## config.mk

```make
export PLATFORM = sky130hd
export DESIGN_NAME = pipe_scroller
export DESIGN_NICKNAME = d
export VERILOG_FILES = /design/src/rtl/pipe_scroller.sv
export SDC_FILE = /design/constraint.sdc
export NUM_CORES = 1
export LEC_CHECK = 0
export CORE_MARGIN = 2
export CORE_UTILIZATION = 50
export CTS_CLUSTER_DIAMETER = 40
export DETAILED_ROUTE_END_ITERATION = 10
export HOLD_SLACK_MARGIN = 0.06
export PLACE_DENSITY = 0.85
export SLEW_MARGIN = 0
export SYNTH_ARGS = -nofsm -noshare
export SYNTH_HDL_FRONTEND = slang
export SYNTH_SLANG_ARGS = --single-unit
```

## constraint.sdc

```tcl
create_clock -name clk -period 2.7 [get_ports clk]
set_clock_uncertainty 0.1 [all_clocks]
set_input_delay 0.54 -clock clk [delete_from_list [all_inputs] [get_ports clk]]
set_output_delay 0.54 -clock clk [all_outputs]
set_load 0.005 [all_outputs]
```

## src/rtl/pipe_scroller.sv

```systemverilog
// Obstacle generator: scrolls one pipe leftward across a 16x16 grid, picks each
// new gap row from a 4-bit LFSR, counts pipes passed and freezes on collision.
module pipe_scroller #(
    parameter int         TICK_DIV  = 8,
    parameter int         GAP_SIZE  = 4,
    parameter int         BIRD_X    = 2,
    parameter logic [3:0] LFSR_SEED = 4'b1011
) (
    input  logic       clk,
    input  logic       reset_n,
    input  logic       start,
    input  logic       collision,
    output logic [3:0] pipe_x,
    output logic [3:0] gap_y,
    output logic [7:0] score,
    output logic       active,
    output logic       pipe_wrap
);

    typedef enum logic [1:0] {
        IDLE = 2'd0,
        RUN  = 2'd1,
        OVER = 2'd2
    } state_t;

    localparam logic [3:0] GAP_LIMIT = 4'(16 - GAP_SIZE);
    localparam logic [7:0] TICK_LAST = 8'(TICK_DIV - 1);
    localparam logic [3:0] BIRD_COL  = 4'(BIRD_X);

    state_t     state;
    logic [3:0] lfsr;
    logic [7:0] tick;

    // Fold the LFSR value into a row range that keeps the whole gap on the grid.
    function automatic logic [3:0] clamp(input logic [3:0] v);
        return (v > GAP_LIMIT) ? v - GAP_LIMIT : v;
    endfunction

    always_ff @(posedge clk or negedge reset_n) begin
        if (!reset_n) begin
            state     <= IDLE;
            lfsr      <= LFSR_SEED;
            tick      <= 8'd0;
            pipe_x    <= 4'd15;
            gap_y     <= clamp(LFSR_SEED);
            score     <= 8'd0;
            active    <= 1'b0;
            pipe_wrap <= 1'b0;
        end else begin
            lfsr      <= {lfsr[2:0], lfsr[3] ^ lfsr[2]};
            pipe_wrap <= 1'b0;
            case (state)
                IDLE, OVER: begin
                    if (start) begin
                        state  <= RUN;
                        active <= 1'b1;
                        tick   <= 8'd0;
                        score  <= 8'd0;
                        pipe_x <= 4'd15;
                        gap_y  <= clamp(lfsr);
                    end
                end
                RUN: begin
                    // Collision wins over any step, score or wrap on the same edge.
                    if (collision) begin
                        state  <= OVER;
                        active <= 1'b0;
                    end else if (tick == TICK_LAST) begin
                        tick <= 8'd0;
                        if (pipe_x == 4'd0) begin
                            pipe_x    <= 4'd15;
                            gap_y     <= clamp(lfsr);
                            pipe_wrap <= 1'b1;
                        end else begin
                            pipe_x <= pipe_x - 4'd1;
                        end
                        if (pipe_x == BIRD_COL && score != 8'hFF) begin
                            score <= score + 8'd1;
                        end
                    end else begin
                        tick <= tick + 8'd1;
                    end
                end
                default: begin
                    state  <= IDLE;
                    active <= 1'b0;
                end
            endcase
        end
    end

endmodule

```

==> impl_metrics.tcl, run 1 <==
set metrics [dict create \
    synth_warnings 0 \
    post-dp-hpwl_um 2480 \
    rsz0062_at_grt "false" \
    pwr-share-comb_pct 22.8 \
    status "finished clean" \
    synth_area_um2 1650 \
    cp-endpoint "gap_y[2]" \
    path_clk_slew_ns 0.11 \
    ioPinCount 22 \
    power.switching_mw 0.342 \
    yosysTopAreaCell "dfrtp_1" \
    place_congestion 0.916 \
    grt_use_total_pct 21.7 \
    synthFlopType "dfrtp_1" \
    maxSlewViolCount 0 \
    wirelength_um 3480 \
    critPathMaxStageDelay_ns 0.40 \
    first_iter_violations 120 \
    syn_area_per_cell_um2 10.3 \
    seq_area_frac_synth_pct 49.2 \
    placement.cell_area_um2 1900 \
    maxSlewHeadroom_pct 73.1 \
    ys_top_cells_by_area "dfrtp_1 33%, dfstp_2 16%, o21ai_0 4.2%" \
    crit_arrival_ns 2.39 \
    drc_errors 0 \
    firstDrtPassIters 4 \
    yosys.area.top_type_share_pct 33.3 \
    holdWs_ns 0.301 \
    criticalPathCategory "flop to flop" \
    numCtsBuffers 5 \
    worst_setup_path_start_kind "flop" \
    antenna_found_initial 0 \
    p_leak_nw 0.835 \
    switching_share_pct 31.6 \
    p_int_mw 0.741 \
    irDropWorstVdd_uv 302 \
    r2r_slack_ns 0.44 \
    worstPathRequired_ns 2.84 \
    worst_setup_path_end_kind "flop" \
    hold_viol_final 0 \
    clkLatencyLatePin_ns 0.34 \
    grt_pass1_vias 1266 \
    die_y_um 61.5 \
    synthDistinctLibCells 42 \
    powerDensity_nw_per_um2 556 \
    tightest_slew_ns 0.404 \
    post-cts-setup-buffers 0 \
    drive_above_1_share_pct 18.6 \
    synth_nets 170 \
    num_vias 1316 \
    coreArea_um2 3100 \
    die_w_um 61.5 \
    cp_max_fo 6 \
    clock_sinks 32 \
    fin_area_um2 1950 \
    area_growth_pct 18.0 \
    crit_slowest_cell "dfrtp_1" \
    synth_edf_count 0 \
    ant_nets 0 \
    finalSetupViolations 0 \
    fmax_mhz 443 \
    period_minus_slack_ns 2.26 \
    cts_max_level 2 \
    diodes 0 \
    worstRegToRegCells 6 \
    ctsResizeCount 0 \
    cts_tree "done" \
    r2r_end "gap_y[2]" \
    cts-hold-fix-buffers 0 \
    cts_buffer_depth 2 \
    worstSetupStartpoint "tick[0]" \
    hold_class "flop to flop" \
    seqPwrFrac_pct 53.3 \
    initial_utilization_pct 53.2 \
    period_share_pct 83.6 \
    grt_max_degree 33 \
    io_buffers 21 \
    synth_seq_cells 32 \
    post_drt_wl_per_cell_um 15.0 \
    clock_power_share_pct 23.9 \
    viasPerCell 5.67 \
    synthCells 161 \
    timing.max_cap.violations 0 \
    synthArstFlopShare_pct 100 \
    fin_tns_setup_ns 0 \
    path_cells "ha_1 -> nor4b_4 -> and4b_1 -> nor2_4 -> a21oi_1 -> mux2_2" \
    gr-total-overflow 0 \
    num_rows 20 \
    fin_nets 196 \
    grt_pass1_wl_um 5830 \
    cts-root-buf "clkbuf_4" \
    r2r_start "tick[0]" \
    die_area_um2 3780 \
]
[logic make-up after synthesis]
kind of cell	count (synthesis)	share of synthesized area, %
multiplexers	5	3.41
XOR/XNOR	3	1.59
AND/OR/NAND/NOR	66	22.7
adder cells (fa/ha/maj)	5	3.79
AO/OA/AOI/OAI	40	15.5
buffers and inverters	10	3.86
flip-flops	32	49.2
[per-layer routing]
| layer | wire length (um) | GRT usage, % | share of wire, % | up-vias |
|---|---|---|---|---|
| met4 | 45 | 9.12 | 1.3 | 0 |
| met1 | 1560 | 27.3 | 45 | 643 |
| met3 | 168 | 7.98 | 4.8 | 5 |
| li1 | - | - | - | 635 |
| met2 | 1710 | 33.9 | 49 | 33 |
| met5 | 0 | 0 | 0 | - |
[flip-flops by register name (all words and copies together), names as in the netlist]
| signal | flops |
|---|---|
| tick | 8 |
| gap_y | 4 |
| state | 2 |
| pipe_x | 4 |
| pipe_wrap | 1 |
| score | 8 |
| lfsr | 4 |
| active | 1 |
[layout make-up]
class / instances / area (um^2)
fill: 282 / 1150
clock inverter: 1 / 5.00
sequential: 32 / 813
tap: 44 / 55.1
timing repair buffer: 25 / 240
multi-input combinational: 119 / 774
clock buffer: 7 / 45.0
inverter: 4 / 15.0
[synthesized netlist by cell type, types with 2 or more instances]
cell type,n
o41ai_1,4
o21ai_0,14
nor2_1,12
nand4b_1,2
a21oi_1,6
mux2_2,5
and3_1,3
o31ai_1,3
a31oi_1,4
nand3_1,11
nand4_1,2
xnor2_1,3
o21a_1,2
dfrtp_1,22
nand2b_1,2
buf_6,2
dfstp_2,10
nor3_1,5
a21o_1,2
nand2_1,16
a21o_2,2
clkbuf_1,2
ha_1,5
inv_1,4
[worst max-delay path: cells and delay by family (launching register included)]
family / cells / cell delay [ns]
AND/OR/NAND/NOR: 3 / 0.66
flip-flops: 1 / 0.40
multiplexers: 1 / 0.38
AO/OA/AOI/OAI: 1 / 0.34
adder cells (fa/ha/maj): 1 / 0.29
[metrics by stage]
step / power (mW) / utilization, % / worst slack [ns] / cells
global route: 1.16 / 62.8 / 0.255 / 232
global placement: 0.821 / 61.2 / 0.320 / 224
detailed placement: 0.831 / 61.2 / 0.273 / 224
CTS: 1.09 / 62.8 / 0.415 / 232
floorplan: 0.733 / - / 0.621 / 161
finish: 1.08 / 62.8 / 0.442 / 232
[worst min-delay path by stage]
stage	cells past startpoint	end	from
6_report	0	lfsr[1]	lfsr[0]
3_3_place_gp	0	lfsr[1]	lfsr[0]
5_1_grt	0	lfsr[1]	lfsr[0]
3_5_place_dp	0	lfsr[1]	lfsr[0]
2_1_floorplan	0	active	reset_n
4_1_cts	0	lfsr[1]	lfsr[0]
[placed cells by master (no fill, tap or decap), types with 3 or more instances in the layout]
cell type / instances
dfrtp_1: 22
clkdlybuf4s50_1: 21
nand2_1: 16
o21ai_0: 14
nor2_1: 12
nand3_1: 11
dfstp_2: 10
a21oi_1: 6
nor3_1: 5
mux2_2: 5
ha_1: 5
clkbuf_4: 5
inv_1: 4
a31oi_1: 4
o41ai_1: 4
buf_4: 4
o31ai_1: 3
and3_1: 3
xnor2_1: 3
[power by group through the flow]
stage | clock, mW | sequential (mW) | combinational, mW
final | 0.259 | 0.577 | 0.247
after global routing | 0.297 | 0.584 | 0.275
after CTS | 0.269 | 0.576 | 0.247
after detailed placement | 0 | 0.585 | 0.246
after global placement | 0 | 0.581 | 0.240
after floorplan | 0 | 0.574 | 0.160
Power figures use the tool's default switching activity.
==> run 2: changes to the inputs <==
Clock period 2.7 ns to 2.2 ns, I/O delays scaled along.
==> impl_metrics.tcl, run 2 (synthesized netlist as in run 1, its figures left out) <==
set metrics [dict create \
    criticalPathCategory "flop to flop" \
    power.switching_mw 0.440 \
    finalSetupViolations 0 \
    drive_above_1_share_pct 22.1 \
    fin_ws_ns 0.138 \
    tightest_slew_ns 0.390 \
    initial_utilization_pct 53.2 \
    p_leak_nw 0.883 \
    cp_max_fo 6 \
    cts_buffer_depth 2 \
    viasPerCell 5.80 \
    cts_tree "done" \
    post_drt_wl_per_cell_um 15.3 \
    num_rows 20 \
    timing.max_cap.violations 0 \
    place_congestion 0.842 \
    maxSlewViolCount 0 \
    crit_slowest_cell "dfrtp_1" \
    io_buffers 21 \
    cts-root-buf "clkbuf_4" \
    switching_share_pct 29.6 \
    fin_area_um2 2030 \
    area_growth_pct 22.7 \
    wl_met3_um 202 \
    layout_common_cells "22 x dfrtp_1, 21 x clkdlybuf4s50_1, 16 x nand2_1" \
    holdWs_ns 0.294 \
    irDropWorstVdd_uv 401 \
    fin_nets 203 \
    drc_errors 0 \
    wl_met2_um 1780 \
    status "finished clean" \
    worst_setup_path_start_kind "flop" \
    grt_use_total_pct 22.7 \
    multiInputGateArea_um2 774 \
    maxSlewHeadroom_pct 74.0 \
    worst_setup_path_end_kind "flop" \
    numCtsBuffers 5 \
    path_clk_slew_ns 0.10 \
    grt_pass1_vias 1342 \
    hold_viol_final 0 \
    grt_pass1_wl_um 6190 \
    crit_arrival_ns 2.19 \
    diodes 0 \
    clock_power_share_pct 29.9 \
    wl_met1_um 1580 \
    final-seq-area_um2 813 \
    grt_max_degree 33 \
    clock_sinks 32 \
    fmax_mhz 485 \
    ctsResizeCount 0 \
    hold_class "flop to flop" \
    num_vias 1387 \
    highest_layer "met4" \
    powerDensity_nw_per_um2 734 \
    cts_max_level 2 \
    coreArea_um2 3100 \
    period_minus_slack_ns 2.06 \
    die_y_um 61.5 \
    die_area_um2 3780 \
    nFillCells 264 \
    firstDrtPassIters 4 \
    clkLatencyLatePin_ns 0.35 \
    placement.cell_area_um2 1950 \
    p_total_mw 1.49 \
    ioPinCount 22 \
    antenna_found_initial 0 \
    pwr-share-comb_pct 22.6 \
    first_iter_violations 99 \
    reg.largest.list "score (8), tick (8)" \
    rsz0062_at_grt "false" \
    cts-hold-fix-buffers 0 \
    worstPathRequired_ns 2.33 \
    critPathMaxStageDelay_ns 0.41 \
    gr-total-overflow 0 \
    post-dp-hpwl_um 2730 \
    p_int_mw 1.05 \
    post-cts-setup-buffers 0 \
    period_share_pct 93.7 \
    dpl_worst_slack_ns -0.0862 \
    layout_commonest_cell "dfrtp_1" \
    ant_nets 0 \
    path_cells "ha_1 -> nor4b_4 -> and4b_1 -> nor2_4 -> or2_0 -> a211o_1" \
    seqPwrFrac_pct 47.5 \
    wirelength_um 3670 \
    die_w_um 61.5 \
]
[run 2: final timing paths]
kind,from,endpoint,slack [ns],depth (start not counted)
min in group asynchronous,reset_n,score[4],0.36,2
max reg2reg,tick[0],score[2],0.14,6
max in group asynchronous,reset_n,pipe_x[3],1.29,2
min reg2reg,lfsr[0],lfsr[1],0.29,0
min,lfsr[0],lfsr[1],0.29,0
max,tick[0],score[2],0.14,6
[run 2: per-layer routing]
metal | track usage, % | vias up
met3 | 7.56 | 14
met2 | 35.4 | 52
met4 | 11.6 | 0
met1 | 28.2 | 666
met5 | 0 | -
li1 | - | 655
[run 2: cell type report]
cell class | instances | share of cell area, %
clock buffers | 6 | 2.04
clock inverters | 2 | 1.73
inverters | 4 | 0.741
multi-input cells | 119 | 38.2
flip-flops and latches | 32 | 40.1
well taps | 44 | 2.72
repair buffers | 32 | 14.4
[run 2: metrics by stage]
stage | instances | util [%] | setup TNS (ns)
after global placement | 231 | 62.9 | -0.0165
after floorplan | 161 | - | 0
final | 239 | 65.3 | 0
after global routing | 239 | 65.3 | 0
after CTS | 239 | 65.3 | 0
after detailed placement | 231 | 62.9 | -0.148
[run 2: power groups by stage]
stage	clock, mW	sequential (mW)	combinational, mW
after global routing	0.485	0.721	0.370
after floorplan	0	0.704	0.196
after global placement	0	0.712	0.323
final	0.445	0.707	0.336
after CTS	0.456	0.707	0.337
after detailed placement	0	0.718	0.334
[run 2: critical path, delay by kind of cell (launching register included)]
kind / cells / cell delay, ns
AO/OA/AOI/OAI: 1 / 0.35
adder cells (fa/ha/maj): 1 / 0.21
flip-flops: 1 / 0.41
AND/OR/NAND/NOR: 4 / 0.90
==> run 3: changes to the inputs <==
Settings changed: CAP_MARGIN set to 25, CORE_MARGIN 2 to 4.
==> impl_metrics.tcl, run 3 (synthesized netlist as in run 1, its figures left out) <==
set metrics [dict create \
    viasPerCell 5.82 \
    cts_tree "done" \
    post_drt_wl_per_cell_um 15.8 \
    worst-path-buf-inv 1 \
    fmax_mhz 491 \
    post-cts-setup-buffers 0 \
    cts_max_level 2 \
    rsz0062_at_grt "false" \
    ioPinCount 22 \
    antenna_found_initial 0 \
    die_w_um 65.5 \
    initial_utilization_pct 53.2 \
    p_leak_nw 0.873 \
    hold_viol_final 0 \
    crit_arrival_ns 2.15 \
    die_y_um 65.5 \
    final_cells 239 \
    drive_above_1_share_pct 22.1 \
    irDropWorstVdd_uv 430 \
    timing.max_cap.violations 0 \
    path_cells "ha_1 -> nor4b_4 -> and4b_2 -> nor2_4 -> a21oi_1 -> buf_4 -> mux2_2" \
    firstDrtPassIters 4 \
    path_clk_slew_ns 0.09 \
    num_vias 1391 \
    status "finished clean" \
    fin_nets 203 \
    gr-total-overflow 0 \
    post-dp-hpwl_um 2730 \
    clkLatencyLatePin_ns 0.33 \
    ant_nets 0 \
    worst_setup_path_end_kind "flop" \
    grt_pass1_vias 1423 \
    post-place-cells 231 \
    critPathMaxStageDelay_ns 0.42 \
    cts_buffer_depth 2 \
    grt_pass1_wl_um 6470 \
    powerDensity_nw_per_um2 695 \
    layout_commonest_cell "dfrtp_1" \
    layout_common_cells "22 x dfrtp_1, 21 x clkdlybuf4s50_1, 16 x nand2_1" \
    num_rows 20 \
    r2r_start "tick[0]" \
    area_growth_pct 21.7 \
    diodes 0 \
    finalSetupViolations 0 \
    numCtsBuffers 5 \
    cp_max_fo 5 \
    final-seq-area_um2 813 \
    nFillCells 268 \
    criticalPathCategory "flop to flop" \
    maxSlewHeadroom_pct 73.2 \
    tightest_slew_ns 0.401 \
    period_minus_slack_ns 2.04 \
    cts-root-buf "clkbuf_4" \
    period_share_pct 92.5 \
    p_total_mw 1.40 \
    worstPathRequired_ns 2.32 \
    coreArea_um2 3100 \
    maxSlewViolCount 0 \
    io_buffers 21 \
    drc_errors 0 \
    hp-start "lfsr[0]" \
    hold_class "flop to flop" \
    place_congestion 0.829 \
    grt_max_degree 33 \
    first_iter_violations 124 \
    worst_setup_path_start_kind "flop" \
    wirelength_um 3770 \
    clock_sinks 32 \
    worstSetupStartpoint "tick[0]" \
    critical-path-top-delay-family "simple AND/OR/NAND/NOR gates" \
    die_area_um2 4290 \
    reg.largest.list "score (8), tick (8)" \
    multiInputGateArea_um2 776 \
    crit_slowest_cell "dfrtp_1" \
    grt_use_total_pct 19.9 \
]
[run 3: final timing paths]
kind / end / slack, ns / depth (start not counted)
setup / recovery: gap_y[2] / 0.16 / 7
hold / removal: lfsr[1] / 0.29 / 0
setup reg to reg: gap_y[2] / 0.16 / 7
hold reg to reg: lfsr[1] / 0.29 / 0
max in group asynchronous: gap_y[3] / 1.28 / 2
min in group asynchronous: score[6] / 0.38 / 2
[run 3: area by class of cell]
type                       count  area share, %
tap                           44           2.74
multi-input combinational    119           38.6
clock buffer                   8           2.92
sequential                    32           40.4
inverter                       4          0.747
timing repair buffer          32           14.6
[run 3: repair_timing]
action / CTS / global route
hold buffers: 0 / 0
setup endpoints to repair: 0 / 1
resized for setup: 0 / 2
[run 3: metrics by stage]
stage	setup WS, ns	util (%)	hold WS, ns	area, um^2	TNS, ns
3_3_place_gp	-0.0204	62.9	0.269	1950	-0.0204
6_report	0.164	64.8	0.294	2010	0
3_5_place_dp	-0.0517	62.9	0.268	1950	-0.0648
2_1_floorplan	0.121	-	0.0444	1650	0
5_1_grt	0.0224	64.8	0.306	2010	0
4_1_cts	0.139	64.8	0.290	2010	0
[run 3: power breakdown]
| part | internal (mW) | total (mW) | switching, mW |
|---|---|---|---|
| combinational | 0.167 | 0.338 | 0.171 |
| clock | 0.158 | 0.349 | 0.191 |
| sequential | 0.643 | 0.711 | 0.0681 |
| total | 0.968 | 1.40 | 0.430 |
[run 3: per-layer routing]
layer / track usage [%] / up-vias / wire length (um)
met5: 0 / - / 0
met4: 10.1 / 0 / 118
met3: 6.84 / 16 / 255
met2: 32.5 / 58 / 1830
met1: 23.1 / 664 / 1560
li1: - / 653 / -
[run 3: worst reg2reg max path, delay by kind of cell (launching register included)]
family / cells / cell delay (ns)
AND/OR/NAND/NOR: 3 / 0.61
multiplexers: 1 / 0.33
AO/OA/AOI/OAI: 1 / 0.12
flip-flops: 1 / 0.42
buffers and inverters: 1 / 0.15
adder cells (fa/ha/maj): 1 / 0.19
